$ cat config.mk
export PLATFORM = sky130hd
export DESIGN_NAME = memory_turn_judge
export DESIGN_NICKNAME = d
export VERILOG_FILES = /design/src/rtl/memory_turn_judge.sv
export SDC_FILE = /design/constraint.sdc
export NUM_CORES = 1
export LEC_CHECK = 0
export ABC_AREA = 1
export BUFFER_PORTS_ARGS = -buffer_cell sky130_fd_sc_hd__buf_2
export CAP_MARGIN = 10
export CORE_UTILIZATION = 30
export CTS_BUF_LIST = sky130_fd_sc_hd__clkbuf_8
export DETAILED_ROUTE_END_ITERATION = 10
export PLACE_DENSITY = 0.57
export SLEW_MARGIN = 10
export SYNTH_ARGS = -nofsm -noshare
export SYNTH_HDL_FRONTEND = slang
export SYNTH_SLANG_ARGS = --single-unit
$ cat constraint.sdc
create_clock -name clk -period 2.3 [get_ports clk]
set_input_delay 0.345 -clock clk [delete_from_list [all_inputs] [get_ports clk]]
set_output_delay 0.345 -clock clk [all_outputs]
set_load 0.02 [all_outputs]
$ cat src/rtl/memory_turn_judge.sv
// rtl/memory_turn_judge.sv - two-player 4x4 memory game turn pairing, reveal hold and scoring
module memory_turn_judge #(
  parameter int SHOW_CYCLES = 25_000_000
) (
  input  logic        clk,
  input  logic        rst,
  input  logic        sel_valid,
  input  logic [1:0]  sel_x,
  input  logic [1:0]  sel_y,
  input  logic [2:0]  card_value,
  input  logic        timeout,
  output logic        player,
  output logic [3:0]  score0,
  output logic [3:0]  score1,
  output logic [15:0] matched,
  output logic [3:0]  first_idx,
  output logic [3:0]  second_idx,
  output logic        first_shown,
  output logic        second_shown,
  output logic        turn_restart,
  output logic        game_over,
  output logic [1:0]  winner
);

  localparam int CW = (SHOW_CYCLES > 1) ? $clog2(SHOW_CYCLES) : 1;

  typedef enum logic [1:0] {WAIT_FIRST, WAIT_SECOND, SHOW, DONE} state_t;

  state_t        state_q, state_d;
  logic [CW-1:0] cnt_q, cnt_d;
  logic [2:0]    first_val_q, first_val_d;
  logic          match_q, match_d;
  logic          player_q, player_d;
  logic [3:0]    score0_q, score0_d, score1_q, score1_d;
  logic [15:0]   matched_q, matched_d;
  logic [3:0]    first_idx_q, first_idx_d, second_idx_q, second_idx_d;
  logic          first_shown_q, first_shown_d, second_shown_q, second_shown_d;
  logic          restart_q, restart_d;
  logic          game_over_q, game_over_d;
  logic [1:0]    winner_q, winner_d;

  logic [3:0] sel_idx;
  logic       sel_ok;

  assign sel_idx = {sel_x, sel_y};
  assign sel_ok  = sel_valid && !timeout && !matched_q[sel_idx];

  always_ff @(posedge clk) begin
    if (rst) begin
      state_q        <= WAIT_FIRST;
      cnt_q          <= '0;
      first_val_q    <= '0;
      match_q        <= 1'b0;
      player_q       <= 1'b0;
      score0_q       <= '0;
      score1_q       <= '0;
      matched_q      <= '0;
      first_idx_q    <= '0;
      second_idx_q   <= '0;
      first_shown_q  <= 1'b0;
      second_shown_q <= 1'b0;
      restart_q      <= 1'b0;
      game_over_q    <= 1'b0;
      winner_q       <= 2'b00;
    end else begin
      state_q        <= state_d;
      cnt_q          <= cnt_d;
      first_val_q    <= first_val_d;
      match_q        <= match_d;
      player_q       <= player_d;
      score0_q       <= score0_d;
      score1_q       <= score1_d;
      matched_q      <= matched_d;
      first_idx_q    <= first_idx_d;
      second_idx_q   <= second_idx_d;
      first_shown_q  <= first_shown_d;
      second_shown_q <= second_shown_d;
      restart_q      <= restart_d;
      game_over_q    <= game_over_d;
      winner_q       <= winner_d;
    end
  end

  always_comb begin
    state_d        = state_q;
    cnt_d          = cnt_q;
    first_val_d    = first_val_q;
    match_d        = match_q;
    player_d       = player_q;
    score0_d       = score0_q;
    score1_d       = score1_q;
    matched_d      = matched_q;
    first_idx_d    = first_idx_q;
    second_idx_d   = second_idx_q;
    first_shown_d  = first_shown_q;
    second_shown_d = second_shown_q;
    restart_d      = 1'b0;
    game_over_d    = game_over_q;
    winner_d       = winner_q;

    case (state_q)
      WAIT_FIRST, WAIT_SECOND: begin
        if (timeout) begin
          player_d       = ~player_q;
          first_shown_d  = 1'b0;
          second_shown_d = 1'b0;
          restart_d      = 1'b1;
          state_d        = WAIT_FIRST;
        end else if (sel_ok && state_q == WAIT_FIRST) begin
          first_idx_d   = sel_idx;
          first_val_d   = card_value;
          first_shown_d = 1'b1;
          state_d       = WAIT_SECOND;
        end else if (sel_ok && sel_idx != first_idx_q) begin
          second_idx_d   = sel_idx;
          second_shown_d = 1'b1;
          match_d        = (card_value == first_val_q);
          cnt_d          = CW'(SHOW_CYCLES - 1);
          state_d        = SHOW;
        end
      end
      SHOW: begin
        if (cnt_q == '0) begin
          if (match_q) begin
            matched_d[first_idx_q]  = 1'b1;
            matched_d[second_idx_q] = 1'b1;
            if (player_q) score1_d = score1_q + 4'd1;
            else          score0_d = score0_q + 4'd1;
          end else begin
            player_d = ~player_q;
          end
          first_shown_d  = 1'b0;
          second_shown_d = 1'b0;
          restart_d      = 1'b1;
          if (&matched_d) begin
            // Final standings are latched at the same edge the game ends.
            state_d     = DONE;
            game_over_d = 1'b1;
            if (score0_d > score1_d)      winner_d = 2'b01;
            else if (score1_d > score0_d) winner_d = 2'b10;
            else                          winner_d = 2'b11;
          end else begin
            state_d = WAIT_FIRST;
          end
        end else begin
          cnt_d = cnt_q - CW'(1);
        end
      end
      default: ;
    endcase
  end

  assign player       = player_q;
  assign score0       = score0_q;
  assign score1       = score1_q;
  assign matched      = matched_q;
  assign first_idx    = first_idx_q;
  assign second_idx   = second_idx_q;
  assign first_shown  = first_shown_q;
  assign second_shown = second_shown_q;
  assign turn_restart = restart_q;
  assign game_over    = game_over_q;
  assign winner       = winner_q;

endmodule

Word-level counts from Yosys, hierarchy flattened:

Index checks and enable logic that the tools add are counted.
W data, S select, Z words.

* magnitude comparators: 7
* eq/ne operators: 15
* add/sub/neg operators: 3
* mux-type cells: 45
* bitwise operators: 5
* reduce and logical (&&, ||, !) cells: 22

Operator list (number)
* $mux W25: 4
* $pmux W25 S2: 1
* $mux W16: 3
* $mux W4: 8
* $or A16 B16 Y16: 2
* $logic_not A25 Y1: 1
* $sub A25 B1 Y25 const B: 1
* $reduce_and A18 Y1: 1
* $reduce_and A16 Y1: 1
* $lt A4 B5 Y1 const B: 3
* $mux W1: 15
* $ne A2 B2 Y1 const B: 7
* $mux W2: 6
* $reduce_and A4 Y1: 3
* $ne A3 B3 Y1 const B: 3
* $reduce_and A3 Y1: 3
* $add A4 B1 Y4 const B: 2
* $demux W1 S4: 2
* $ge A4 B1 Y1 const B: 2
* $gt A4 B4 Y1: 2
* $pmux W1 S2: 4
* $logic_and A1 B1 Y1: 6
* $reduce_and A5 Y1: 1
* $bmux W1 S4: 1
* other kinds (12): 15

* word-level logic and storage cells: 112
* output and inout port bits: 39
* register bits after elaboration: 70

Longest topological paths before layout:

Gate-level depths: netlist of run 1.

* depth after elaboration: 13
* gate-level depth with buffers: 15

Worst setup path after synthesis of run 1:

OpenSTA, ideal clock, no wires.

* kind: register to register
* start point: register match_q
* end point: register winner_q[0] (netlist: winner[0])
* path buffers: 2
* library setup time: 0.070 ns
* cell stages (with the launch flop): 13
* arrival: 1.819 ns
* path slack: 0.410 ns
* period minus slack after synthesis: 1.890 ns
* data required time: 2.230 ns
* cells stage by stage: dfxtp_1 > buf_2 > buf_2 > nand2_1 > inv_1 > nand4_1 > xor2_1 > ha_1 > a21oi_1 > nand2_1 > nand2_1 > nand3_1 > a21oi_1

* longest elaborated chain between the ends: 6
* elaborated cells between the ends (all ways): 14

RTL lines
* start, declared: line 32 `logic match_q, match_d;`
* start signal, assigned: line 69 `match_q <= match_d;`
* $mux W4: line 124 `if (match_q) begin`
* $mux W4: line 123 `if (cnt_q == '0) begin`
* $mux W4: line 101 `case (state_q)`
* $gt A4 B4 Y1: line 140 `else if (score1_d > score0_d) winner_d = 2'b10;`
* $mux W1: line 140
* $mux W2: line 139 `if (score0_d > score1_d) winner_d = 2'b01;`
* end signal, assigned: line 80 `winner_q <= winner_d;`
* end, declared: line 40 `logic [1:0] winner_q, winner_d;`

Several ways; a longest one is shown, not always the timed one. The select of a mux whose other input is x is not followed.
A chain may end at the register's enable or synchronous reset.

Worst setup path after layout of run 1:

* start point: register cnt_q[0]
* end point: register cnt_q[13]

* longest elaborated chain between the ends: 3
* elaborated cells between the ends (all ways): 6

RTL lines
* start, declared: line 30 `logic [CW-1:0] cnt_q, cnt_d;`
* start signal, assigned: line 67 `cnt_q <= cnt_d;`
* $sub A25 B1 Y25 or $logic_not A25 Y1 (tied branches): line 146, 123
* $mux W25 or $ne A2 B2 Y1 (tied branches)
* $pmux W25 S2 or $reduce_and A5 Y1 (tied branches)

Several ways; a longest one is shown, not always the timed one. The select of a mux whose other input is x is not followed.

==> metrics.md, run 1 <==
| Metric | Value |
|---|---|
| Outcome | finished, final reports clean |
| First-pass DRT Iterations | 5 |
| Logic pwr share | 0.313 |
| Highest net fanout along the worst path | 11 |
| Sw Pwr | approximately 0.0013 W |
| Pre-CTS WS | -0.0707 ns |
| Startpoint type of the worst setup path | register |
| Max H-tree Level | 3 |
| Setup slack after layout | 0.298 ns |
| First-pass GRT wire length | 19,400 µm |
| Via count | 4,299 |
| Storage cell area | ~1400 µm² |
| Hold Vio Cnt, Final | 0 |
| R2R Path Start | cnt_q[0] |
| Worst Path Required | 2.55 ns |
| TritonCTS buffer count | 9 |
| Wirelength, routed | 12,000 µm |
| Die Wd | ~120 µm |
| Total I/O pin count | 50 |
| Residual DRC count | 0 |
| Finished Cell Area | 5040 µm² |
| Int Pwr | 0.00218 W |
| Slowest-stage cell, CP | dfxtp_1 |
| Reg2reg path depth | 12 |
| Antenna diodes | 0 |
| RSZ-0062 raised after global routing | no |
| Vias in the first global route | 4,078 |
| #FFs+latches synth | 70 |
| Overall power | approximately 0.0035 W |
| Nets | ~760 |
| Final min period | 2.00 ns |
| R2R Setup Slk | 0.30 ns |
| Post-synthesis cell area | 4420 µm² |
| Hold Crit Class | input pin to register |
| Clock sink count | 70 |
| Post-DR wirelength/cell | between 10 and 15 µm |
| Mapped Cells | 695 |
| CTS tree | built |
| Worst Path Arrival | 2.25 ns |
| Final Slew Violations | 0 |
| CTS resizes | 0 |
| Crit path capture type | register |
| Sequential power share | 0.404 |
| DR WL met2 | 5680 µm |
| Mapped Nets | 714 |
| Final antenna-violating net count | 0 |
| Slew @ Worst Pin | 0.627 ns |
| Final period util | 0.870 |
| Initial Utilization | 0.305 |
| Vias/cell | 4.62 |
| Worst Clk Skew | roughly 0.0078 ns |
| Insertion delay to the later sink of the worst-skew pair | approximately 0.37 ns |
| VDD IR max | between 300 and 400 µV |
| CP Cell Sequence | inv_1, ha_1, nand2_1, nor3b_2, nand3_2, nand2_2, inv_2, nor2_4, nor2_4, nand2_2, buf_4, a21oi_2 |
| Top Metal Used | met4 |
| All-Layer GR Usage | 0.164 |
| Crit-path max cell delay | approximately 0.3 ns |
| Largest net degree at the start of global routing | 60 |
| Initial antenna violation count | 0 |
| Cts hold-fix bufs | 0 |
| RR Endpoint | cnt_q[13] |
| # rows | 44 |
| Most common cell after layout, fill and taps aside | nand2_1 |
| Worst Hold Launch | card_value[2] |
| Fill cells | around 1,600 |
| CTS clk-pin slew, worst paths | 0.07 ns |
| CTS Root Cell | clkbuf_8 |
| Worst hold path cell count | 3 |
| Syn Area/Cell | 6.36 µm² |
| Multi-input gate area | 2550 µm² |
| Placed standard-cell area | 4850 µm² |
| Commonest non-fill, non-tap cells in the layout | nand2_1 (207), nor2_1 (88), inv_1 (80) |
| Post-Layout Cell Count | 930 |
| WS Path Type | register to register |
| GPL Wtd Cong | roughly 0.87 |
| Initial drt markers | 278 |
| Die area | 15,200 µm² |
| PwrDens | 686 nW/µm² |
| Clock network power share | 0.283 |
| Final hold slack | 0.233 ns |
| Post-synthesis cell type count | 35 |
| CP bufs+invs | 3 |
| Met3 routed wirelength | 562 µm |
| GRT overflow | 0 |
| Buffers on Ports | 49 |
| Fraction of layout cells with a size suffix above 1 | 0.174 |
| Yosys warning count | 0 |
| Max Cap Violations | 0 |
| Wire length on met1 | 5630 µm |
| Sequential fraction of the synthesis area | 0.317 |
| Die Y | 123 µm |
| Top Family by Delay on Critical Path | simple AND/OR/NAND/NOR gates |
| Max Fclk | 500 MHz |
| Switching part of the total | 0.369 |
| Leak | 2.42 nW |
| Core area | 14,500 µm² |
| Post-Place Cells | 916 |
| Detailed Place HPWL | 8960 µm |
| Worst Hold End | first_val_q[2] |
| Setup Fix Bufs, Post-CTS | 0 |
| Final setup fails | 0 |
| Bufs on Longest Clock Path | 2 |
| Slew headroom | 0.581 |
| P&R area growth vs syn | 13.9% |
worst max-delay path by stage:
stage,startpoint,endpoint,slack [ns],cells after the start
after floorplan,match_q,winner[0],0.41,12
after global placement,sel_y[0],cnt_q[5],-0.04,12
after detailed placement,sel_y[0],cnt_q[13],-0.07,12
after CTS,cnt_q[0],cnt_q[13],0.06,12
after global routing,cnt_q[0],cnt_q[13],0.14,12
final,cnt_q[0],cnt_q[13],0.30,12
power groups by stage:
stage | Combinational [W] | Sequential, W | Clock [W]
floorplan | 0.000839 | 0.00142 | 0
global placement | 0.00107 | 0.00142 | 0
detailed placement | 0.00107 | 0.00142 | 0
CTS | 0.00108 | 0.00139 | 0.00101
global route | 0.00123 | 0.00141 | 0.00106
finish | 0.00108 | 0.00140 | 0.000976
flip-flops by register name, indices dropped and copies added, names as in the netlist:
name / cells
cnt_q: 25
first_idx: 4
first_shown: 1
first_val_q: 3
game_over: 1
match_q: 1
matched: 16
player: 1
score0: 4
score1: 4
second_idx: 4
second_shown: 1
state_q: 2
turn_restart: 1
winner: 2
synth_stat cells:
library cell / number / share of area
a211oi_1: 3 / 0.0051
a21oi_1: 56 / 0.063
a21oi_2: 10 / 0.020
a22oi_1: 1 / 0.0017
a31oi_1: 1 / 0.0014
buf_2: 9 / 0.010
buf_4: 4 / 0.0068
buf_6: 4 / 0.010
clkbuf_1: 7 / 0.0059
clkinv_1: 1 / 0.00085
dfxtp_1: 70 / 0.32
ha_1: 8 / 0.023
inv_1: 79 / 0.067
inv_2: 9 / 0.0076
mux2i_1: 1 / 0.0023
nand2_1: 207 / 0.18
nand2_2: 4 / 0.0057
nand3_1: 34 / 0.038
nand3_2: 13 / 0.029
nand3b_1: 1 / 0.0017
nand4_1: 7 / 0.0099
nand4_2: 1 / 0.0028
nor2_1: 88 / 0.075
nor2_2: 11 / 0.016
nor2_4: 6 / 0.015
nor3_1: 4 / 0.0045
nor3b_2: 1 / 0.0028
o211ai_1: 1 / 0.0017
o21ai_0: 27 / 0.031
o21ai_1: 4 / 0.0045
o22ai_1: 1 / 0.0014
o31ai_1: 1 / 0.0017
or2_4: 1 / 0.0020
xnor2_1: 5 / 0.0099
xor2_1: 15 / 0.030
worst reg2reg max path, delay by kind of cell, from the launching register on:
family	cells	cell delay (ns)
flops	1	0.30
fa+ha+maj	1	0.20
buf+inv	3	0.43
simple gates	7	0.88
compound gates	1	0.08
through the flow:
step,setup TNS (ns),utilization
6_report,0,0.348
5_1_grt,0,0.348
4_1_cts,0,0.347
3_5_place_dp,-0.457,0.335
3_3_place_gp,-0.313,0.335
2_1_floorplan,0,-
cells by family (layout without fill, tap and decap cells):
kind of cell / count (synthesis) / after routing / synth area share
AND/OR/NAND/NOR: 378 / 379 / 0.379
buffers and inverters: 113 / 163 / 0.109
AO/OA/AOI/OAI: 105 / 105 / 0.131
flip-flops: 70 / 70 / 0.317
XOR/XNOR: 20 / 20 / 0.0396
adder cells (fa/ha/maj): 8 / 8 / 0.0226
multiplexers: 1 / 1 / 0.00226
metal layers:
layer / track usage / vias to the layer above
met2: 0.274 / 89
met3: 0.0397 / 11
li1: - / 2278
met4: 0.0459 / 0
met5: 0 / -
met1: 0.210 / 1921
cell type report:
cell class | instances | area share
Sequential cell | 70 | 0.278
Clock inverter | 3 | 0.00770
Timing Repair Buffer | 61 | 0.0691
Multi-Input combinational cell | 513 | 0.506
Clock buffer | 10 | 0.0273
Inverter | 89 | 0.0663
Tap cell | 184 | 0.0457
(Power assumes the default switching activity.)
==> inputs of run 2 (changes only) <==
- CORE_UTILIZATION: 30 -> 29
- PLACE_DENSITY: 0.57 -> 0.55
==> run 2 against run 1 <==
The flow now finishes with violations (design-rule violations). Setup slack worse by 0.031 ns. Routed wire length is 0.29% lower. Sequential cell count stayed put. Sequential power hardly changed. Die area is 3.4% higher. Combinational power hardly changed. Register-to-register slack worse by 0.03 ns. Sequential share of layout area is 0.076 points higher. Final area is 0.27% lower. Fmax is 1.5% lower. Clock power is 6% higher. Global-route usage is 0.75 points lower. Critical endpoint is now cnt_q[19]. Largest power group unchanged.
==> metrics.md, run 2 (synthesized netlist as in run 1, its figures left out) <==
| Metric | Value |
|---|---|
| Residual DRC count | 5 (+5) |
| Vias in the first global route | 3,857 (-5.4%) |
| Insertion delay to the later sink of the worst-skew pair | 0.37 ns (about the same) |
| First-pass GRT wire length | 19,600 µm (+0.86%) |
| VDD IR max | 254 µV (-27%) |
| Overall power | 0.00349 W (+1.2%) |
| Worst Clk Skew | 0.0128 ns (+0.00506 ns) |
| Commonest non-fill, non-tap cells in the layout | nand2_1 (207), nor2_1 (88), inv_1 (79) |
| Die area | 15,700 µm² (+3.4%) |
| Worst hold path cell count | 3 (unchanged) |
| Slowest-stage cell, CP | nand2_2 |
| Leak | 2.39 nW (-1.1%) |
| Reg2reg path depth | 13 (+1) |
| Max Cap Violations | 0 (unchanged) |
| Vias/cell | 4.62 (about the same) |
| CP bufs+invs | 2 (-1) |
| WS Path Type | register to register |
| Failing checks | design-rule violations |
| Wirelength, routed | 12,000 µm (-0.29%) |
| Die Wd | 125 µm (+1.7%) |
| Max Fclk | 492 MHz (-1.5%) |
| Worst Path Arrival | 2.30 ns (+0.05 ns) |
| # rows | 44 (unchanged) |
| TritonCTS buffer count | 9 (unchanged) |
| Antenna diodes | 0 (unchanged) |
| Hold Crit Class | input pin to register |
| Multi-input gate area | 2550 µm² (unchanged) |
| Clock sink count | 70 (unchanged) |
| Slew headroom | 0.615 (+0.0337) |
| Final setup fails | 0 (unchanged) |
| Total I/O pin count | 50 (unchanged) |
| GRT overflow | 0 (unchanged) |
| CTS clk-pin slew, worst paths | 0.09 ns (+0.02 ns) |
| Nets | 760 (-0.39%) |
| Startpoint type of the worst setup path | register |
| R2R Path Start | cnt_q[0] |
| Top cell by count, worst path | nand2_1 |
| Initial antenna violation count | 0 (unchanged) |
| Fill cells | 1,632 (+0.87%) |
| Most common cell after layout, fill and taps aside | nand2_1 |
| CP Cell Sequence | inv_1, ha_1, nand2_1, nor3b_2, nand3_2, nand2_2, inv_2, nor2_4, nor2_4, nand2_2, nand2_1, nand2_1, nor2_1 |
| Initial drt markers | 286 (+2.9%) |
| Worst Hold Launch | card_value[1] |
| Die Y | 125 µm (+1.7%) |
| Outcome | finished, violations left |
| Largest net degree at the start of global routing | 56 (-6.7%) |
| Detailed Place HPWL | 8770 µm (-2.1%) |
| CTS tree | built |
| First-pass DRT Iterations | 8 (+3) |
| Placed standard-cell area | 4820 µm² (-0.72%) |
| Finished Cell Area | 5020 µm² (-0.27%) |
| Top reg by flops | cnt_q |
| Fraction of layout cells with a size suffix above 1 | 0.176 (+0.00134) |
| Worst Hold End | first_val_q[1] |
| Buffers on Ports | 49 (unchanged) |
| RR Endpoint | cnt_q[19] |
| P&R area growth vs syn | 13.6% |
| All-Layer GR Usage | 0.157 (-0.00749) |
| Final min period | 2.03 ns (+0.0314 ns) |
| R2R Setup Slk | 0.27 ns (-0.03 ns) |
| Via count | 4,297 (-0.047%) |
| Final period util | 0.884 (+0.0136) |
| Post-DR wirelength/cell | 12.9 µm (-0.29%) |
| Fin util | 0.342 (-0.00615) |
| Final Slew Violations | 0 (unchanged) |
| Hold Vio Cnt, Final | 0 (unchanged) |
| Final antenna-violating net count | 0 (unchanged) |
| Crit path capture type | register |
| GPL Wtd Cong | 0.913 (+4.9%) |
| Highest net fanout along the worst path | 14 (+3) |
| Top Family by Delay on Critical Path | simple AND/OR/NAND/NOR gates |
| Crit-path max cell delay | 0.35 ns (+0.05 ns) |
| RSZ-0062 raised after global routing | no |
| Setup slack after layout | 0.267 ns (-0.0314 ns) |
| Storage cell area | 1400 µm² (unchanged) |
| Slew @ Worst Pin | 0.577 ns (-0.0499 ns) |
| PwrDens | 696 nW/µm² (+1.5%) |
| Core area | 14,700 µm² (+1.5%) |
| Initial Utilization | 0.301 (-0.00458) |
| Bufs on Longest Clock Path | 2 (unchanged) |
| Max H-tree Level | 3 (unchanged) |
| CTS Root Cell | clkbuf_8 |
| Worst Path Required | 2.57 ns (+0.02 ns) |
| Fin Setup TNS | 0 ns (unchanged) |
| Largest register FFs | 25 (unchanged) |
| Pre-CTS WS | -0.168 ns (-0.0968 ns) |
## run 2: changes by cell type in the layout (fill, tap and decap cells not counted), sizes merged
cell	delta
buf	-3
clkbuf	-1
clkinvlp	+4
## run 2: power by group
part / leakage (nW) / internal, W / switching (W) / total [W]
Sequential: 0.570 / 0.00130 / 0.0000975 / 0.00140
Combinational: 1.73 / 0.000360 / 0.000709 / 0.00107
Clock: 0.0879 / 0.000502 / 0.000527 / 0.00103
## run 2: per-layer routing
layer / up-vias / wire, µm / track usage
li1: 2275 / - / -
met1: 1921 / 5730 / 0.196
met2: 86 / 5640 / 0.258
met3: 15 / 441 / 0.0436
met4: 0 / 175 / 0.0531
met5: - / 0 / 0
## run 2: worst max path at each step
stage	endpoint	start	slack [ns]	depth (start not counted)
after floorplan	winner[0]	match_q	0.41	12
after global placement	cnt_q[19]	sel_y[0]	-0.16	13
after detailed placement	cnt_q[19]	sel_y[0]	-0.17	13
after CTS	cnt_q[19]	cnt_q[0]	0.02	13
after global routing	winner[0]	match_q	0.006	11
final	cnt_q[19]	cnt_q[0]	0.27	13
## run 2: timing repair
action                     CTS  global route
buffers inserted             0             0
hold buffers                 0             0
setup endpoints to repair    0            14
gates resized for setup      0             0
## run 2: layout make-up
type / instances / share of cell area
inverters: 89 / 0.0665
multi-input cells: 513 / 0.507
well taps: 184 / 0.0458
clock inverters: 7 / 0.0147
flip-flops and latches: 70 / 0.279
repair buffers: 58 / 0.0623
clock buffers: 9 / 0.0247
## run 2: worst register-to-register path, delay by kind of cell, from the launching register on
family	cells	cell delay, ns
simple gates	10	1.27
flops	1	0.30
fa+ha+maj	1	0.19
buf+inv	2	0.18
## run 2: metrics by stage
| stage | instances | hold slack [ns] |
|---|---|---|
| CTS | 929 | 0.201 |
| global route | 930 | 0.214 |
| floorplan | 695 | 0.472 |
| detailed placement | 913 | 0.444 |
| global placement | 913 | 0.440 |
| finish | 930 | 0.222 |
==> inputs of run 3 (changes only) <==
- ABC_AREA: 1 -> unset
- CORE_UTILIZATION: 29 -> 60
- PLACE_DENSITY: 0.55 -> 0.92
==> run 3 against run 2 <==
Fmax is 9.1% lower. Critical endpoint is now cnt_q[20]. Critical path depth fell by 5. Utilization increased by 41 points. Highest routed layer unchanged. The flow still finishes with violations (design-rule violations). Global-route usage is 17 points higher. Largest power group unchanged. Cell count shrank 32%. Critical path type unchanged.
==> metrics.md, run 3 <==
| Metric | Value |
|---|---|
| Outcome | finished, violations left |
| Failing checks | design-rule violations |
| Leak | 1.87 nW (-22%) |
| Initial antenna violation count | 0 (unchanged) |
| Detailed Place HPWL | 7800 µm (-11%) |
| CP bufs+invs | 3 (+1) |
| Global routing's busiest layer | met2 |
| Highest net fanout along the worst path | 13 (-1) |
| Largest register FFs | 25 (unchanged) |
| RR Endpoint | cnt_q[20] |
| Fill cells | 421 (-74%) |
| Final antenna-violating net count | 0 (unchanged) |
| Die Wd | 84.1 µm (-33%) |
| Vias in the first global route | 3,842 (-0.39%) |
| Mapped Cells | 488 (-30%) |
| Final Slew Violations | 0 (unchanged) |
| Asr flop ratio synth | 0 (unchanged) |
| CP startpoint | first_idx[0] |
| Antenna diodes | 0 (unchanged) |
| Total I/O pin count | 50 (unchanged) |
| Fraction of layout cells with a size suffix above 1 | 0.263 (+0.0869) |
| Die Y | 84.1 µm (-33%) |
| Main synth FF type | dfxtp_1 |
| Vias/cell | 6.59 (+43%) |
| Clock network power share | 0.298 (+0.004) |
| Setup crit end | cnt_q[20] |
| All-Layer GR Usage | 0.324 (+0.167) |
| CP Cell Sequence | buf_4, xor2_1, nor4_1, buf_4, o31ai_2, buf_4, a31oi_1, a211oi_1 |
| CTS Root Cell | clkbuf_8 |
| Slew headroom | 0.612 (-0.00303) |
| # rows | 29 (-34%) |
| Final setup fails | 0 (unchanged) |
| Startpoint type of the worst setup path | register |
| Final period util | 0.972 (+0.0880) |
| Nets | 575 (-24%) |
| Int Pwr | 0.00216 W (-0.11%) |
| Top cell by count, worst path | buf_4 |
| Met1 usage in global routing | 0.430 (+0.234) |
| CTS clk-pin slew, worst paths | 0.08 ns (about the same) |
| Reg2reg path depth | 8 (-5) |
| Worst Path Required | 2.52 ns (-0.05 ns) |
| #FFs+latches synth | 70 (unchanged) |
| Global Route met2 Usage | 0.527 (+0.268) |
| CTS tree | built |
| Crit path capture type | register |
| Sequential power share | 0.432 (+0.032) |
| Final hold slack | 0.253 ns (+0.0305 ns) |
| Ranking of synthesized cells by area | dfxtp_1 (35%), nor2_1 (5.9%), mux2i_1 (3.7%) |
| Slew @ Worst Pin | 0.577 ns (-0.000768 ns) |
| Hold Crit Class | input pin to register |
| Final min period | 2.24 ns (+0.202 ns) |
| Max Fclk | 447 MHz (-9.1%) |
| Commonest non-fill, non-tap cells in the layout | nor2_1 (64), dfxtp_1 (62), buf_2 (49) |
| Worst Path Arrival | 2.46 ns (+0.16 ns) |
| PwrDens | 678 nW/µm² (-2.5%) |
| Top-count cell post-synth | dfxtp_1 |
| Sequential fraction of the synthesis area | 0.346 (+0.0292) |
| Mapped Nets | 507 (-29%) |
| Bufs on Longest Clock Path | 2 (unchanged) |
| Most common cell after layout, fill and taps aside | nor2_1 |
| Met3 Usage GRT | 0.0501 (+0.00650) |
| Post-synthesis cell area | 4050 µm² (-8.4%) |
| Via count | 4,199 (-2.3%) |
| R2R Path Start | first_idx[0] |
| Clock sink count | 70 (unchanged) |
| Sw Pwr | 0.00112 W (-16%) |
| Max H-tree Level | 3 (unchanged) |
| Die area | 7080 µm² (-55%) |
| Post-synth EDFFs | 0 (unchanged) |
| Synth top area share | 0.346 (+0.0292) |
| Post-DR wirelength/cell | 18.0 µm (+40%) |
| Insertion delay to the later sink of the worst-skew pair | 0.35 ns (-0.02 ns) |
| Post-Place Cells | 620 (-32%) |
| Slowest-stage cell, CP | nor4_1 |
| Core area | 6420 µm² (-56%) |
| GPL Wtd Cong | 0.879 (-3.7%) |
| Largest net degree at the start of global routing | 32 (-43%) |
| First-pass DRT Iterations | 8 (unchanged) |
| First-pass GRT wire length | 18,300 µm (-6.4%) |
| Top reg by flops | cnt_q |
| Residual DRC count | 2 (-3) |
| Largest area contributor in the netlist | dfxtp_1 |
| Initial drt markers | 506 (+77%) |
| WS Path Type | register to register |
| Synth cell count leaders | dfxtp_1 (70), nor2_1 (64), nand2_1 (33), clkbuf_1 (28), a21oi_1 (24) |
| Fin util | 0.753 (+0.412) |
| Syn Area/Cell | 8.30 µm² (+30%) |
| Yosys warning count | 0 (unchanged) |
| Post-Layout Cell Count | 637 (-32%) |
| CP Depth | 8 (-5) |
| Worst Clk Skew | 0.00879 ns (-0.00402 ns) |
| Switching part of the total | 0.342 (-0.0394) |
| Logic pwr share | 0.270 (-0.036) |
| P&R area growth vs syn | 19.5% |
| Initial Utilization | 0.630 (+0.330) |
| Wirelength, routed | 11,500 µm (-4.1%) |
| R2R Setup Slk | 0.06 ns (-0.20 ns) |
| Max Cap Violations | 0 (unchanged) |
| Crit-path max cell delay | 0.53 ns (+0.18 ns) |
| Post-synthesis cell type count | 53 (+51%) |
| Buffers on Ports | 49 (unchanged) |
| Hold Vio Cnt, Final | 0 (unchanged) |
| GRT overflow | 0 (unchanged) |
| VDD IR max | 410 µV (+61%) |
| Top Family by Delay on Critical Path | buffers and inverters |
| TritonCTS buffer count | 9 (unchanged) |
-- run 3: changes by cell type after synthesis, sizes merged, moves of 18 or more --
cell    change
inv        -82
a21oi      -42
clkbuf     +21
nor3       +18
nor2       -41
nand3      -35
nand2     -178
-- run 3: logic make-up after synthesis --
kind of cell / count (synthesis) / synth area share
DFF: 70 / 0.346
xor gates and xnor gates: 20 / 0.0433
adders and majority gates: 8 / 0.0247
muxes: 18 / 0.0510
AOI/OAI and AO/OA: 118 / 0.203
buffers and inverters: 42 / 0.0476
and+or+nand+nor: 212 / 0.284
-- run 3: how the worst min path moves through the flow --
stage / slack, ns / startpoint / endpoint / depth (start not counted)
floorplan: 0.43 / cnt_q[24] / cnt_q[24] / 1
global placement: 0.43 / game_over / game_over / 2
detailed placement: 0.45 / game_over / game_over / 2
CTS: 0.25 / card_value[0] / first_val_q[0] / 3
global route: 0.26 / card_value[2] / first_val_q[2] / 3
finish: 0.25 / card_value[2] / first_val_q[2] / 3
-- run 3: layout make-up --
type,count,area [µm²],share of cell area
multi-input cells,376,2520,0.521
flip-flops and latches,70,1410,0.292
repair buffers,93,601,0.124
clock buffers,9,124,0.0256
well taps,77,96.3,0.0199
clock inverters,6,63.8,0.0132
inverters,6,22.5,0.00465
-- run 3: what timing repair did --
action	in CTS	in global routing
hold buffers	0	0
resized for setup	1	17
buffers inserted	0	2
pin swaps	0	2
setup endpoints to repair	1	10
-- run 3: metrics by stage --
step,setup TNS (ns),area [µm²],power [W],setup slack (ns)
floorplan,0,4050,0.00197,0.0797
global placement,0,4570,0.00222,0.0221
detailed placement,-0.401,4570,0.00226,-0.0751
finish,0,4840,0.00328,0.0647
global route,-0.0113,4840,0.00343,-0.00958
CTS,0,4760,0.00323,0.0269
-- run 3: worst reg2reg max path: cells and delay by family (launching register included) --
kind	cells	cell delay (ns)
XOR/XNOR	1	0.07
flip-flops	1	0.48
buffers and inverters	3	0.66
AND/OR/NAND/NOR	1	0.53
AO/OA/AOI/OAI	3	0.36
-- run 3: metal layers --
metal	wire (µm)	up-vias	part of all wire
met2	5420	254	0.47
met3	1090	41	0.095
met1	4650	1961	0.40
met4	323	0	0.028
met5	0	-	0
li1	-	1943	-
-- run 3: power groups by stage --
stage	registers [W]	clock network, W	logic, W
finish	0.00142	0.000977	0.000885
global route	0.00143	0.00104	0.000959
CTS	0.00141	0.000986	0.000839
detailed placement	0.00143	0	0.000830
global placement	0.00143	0	0.000791
floorplan	0.00141	0	0.000555
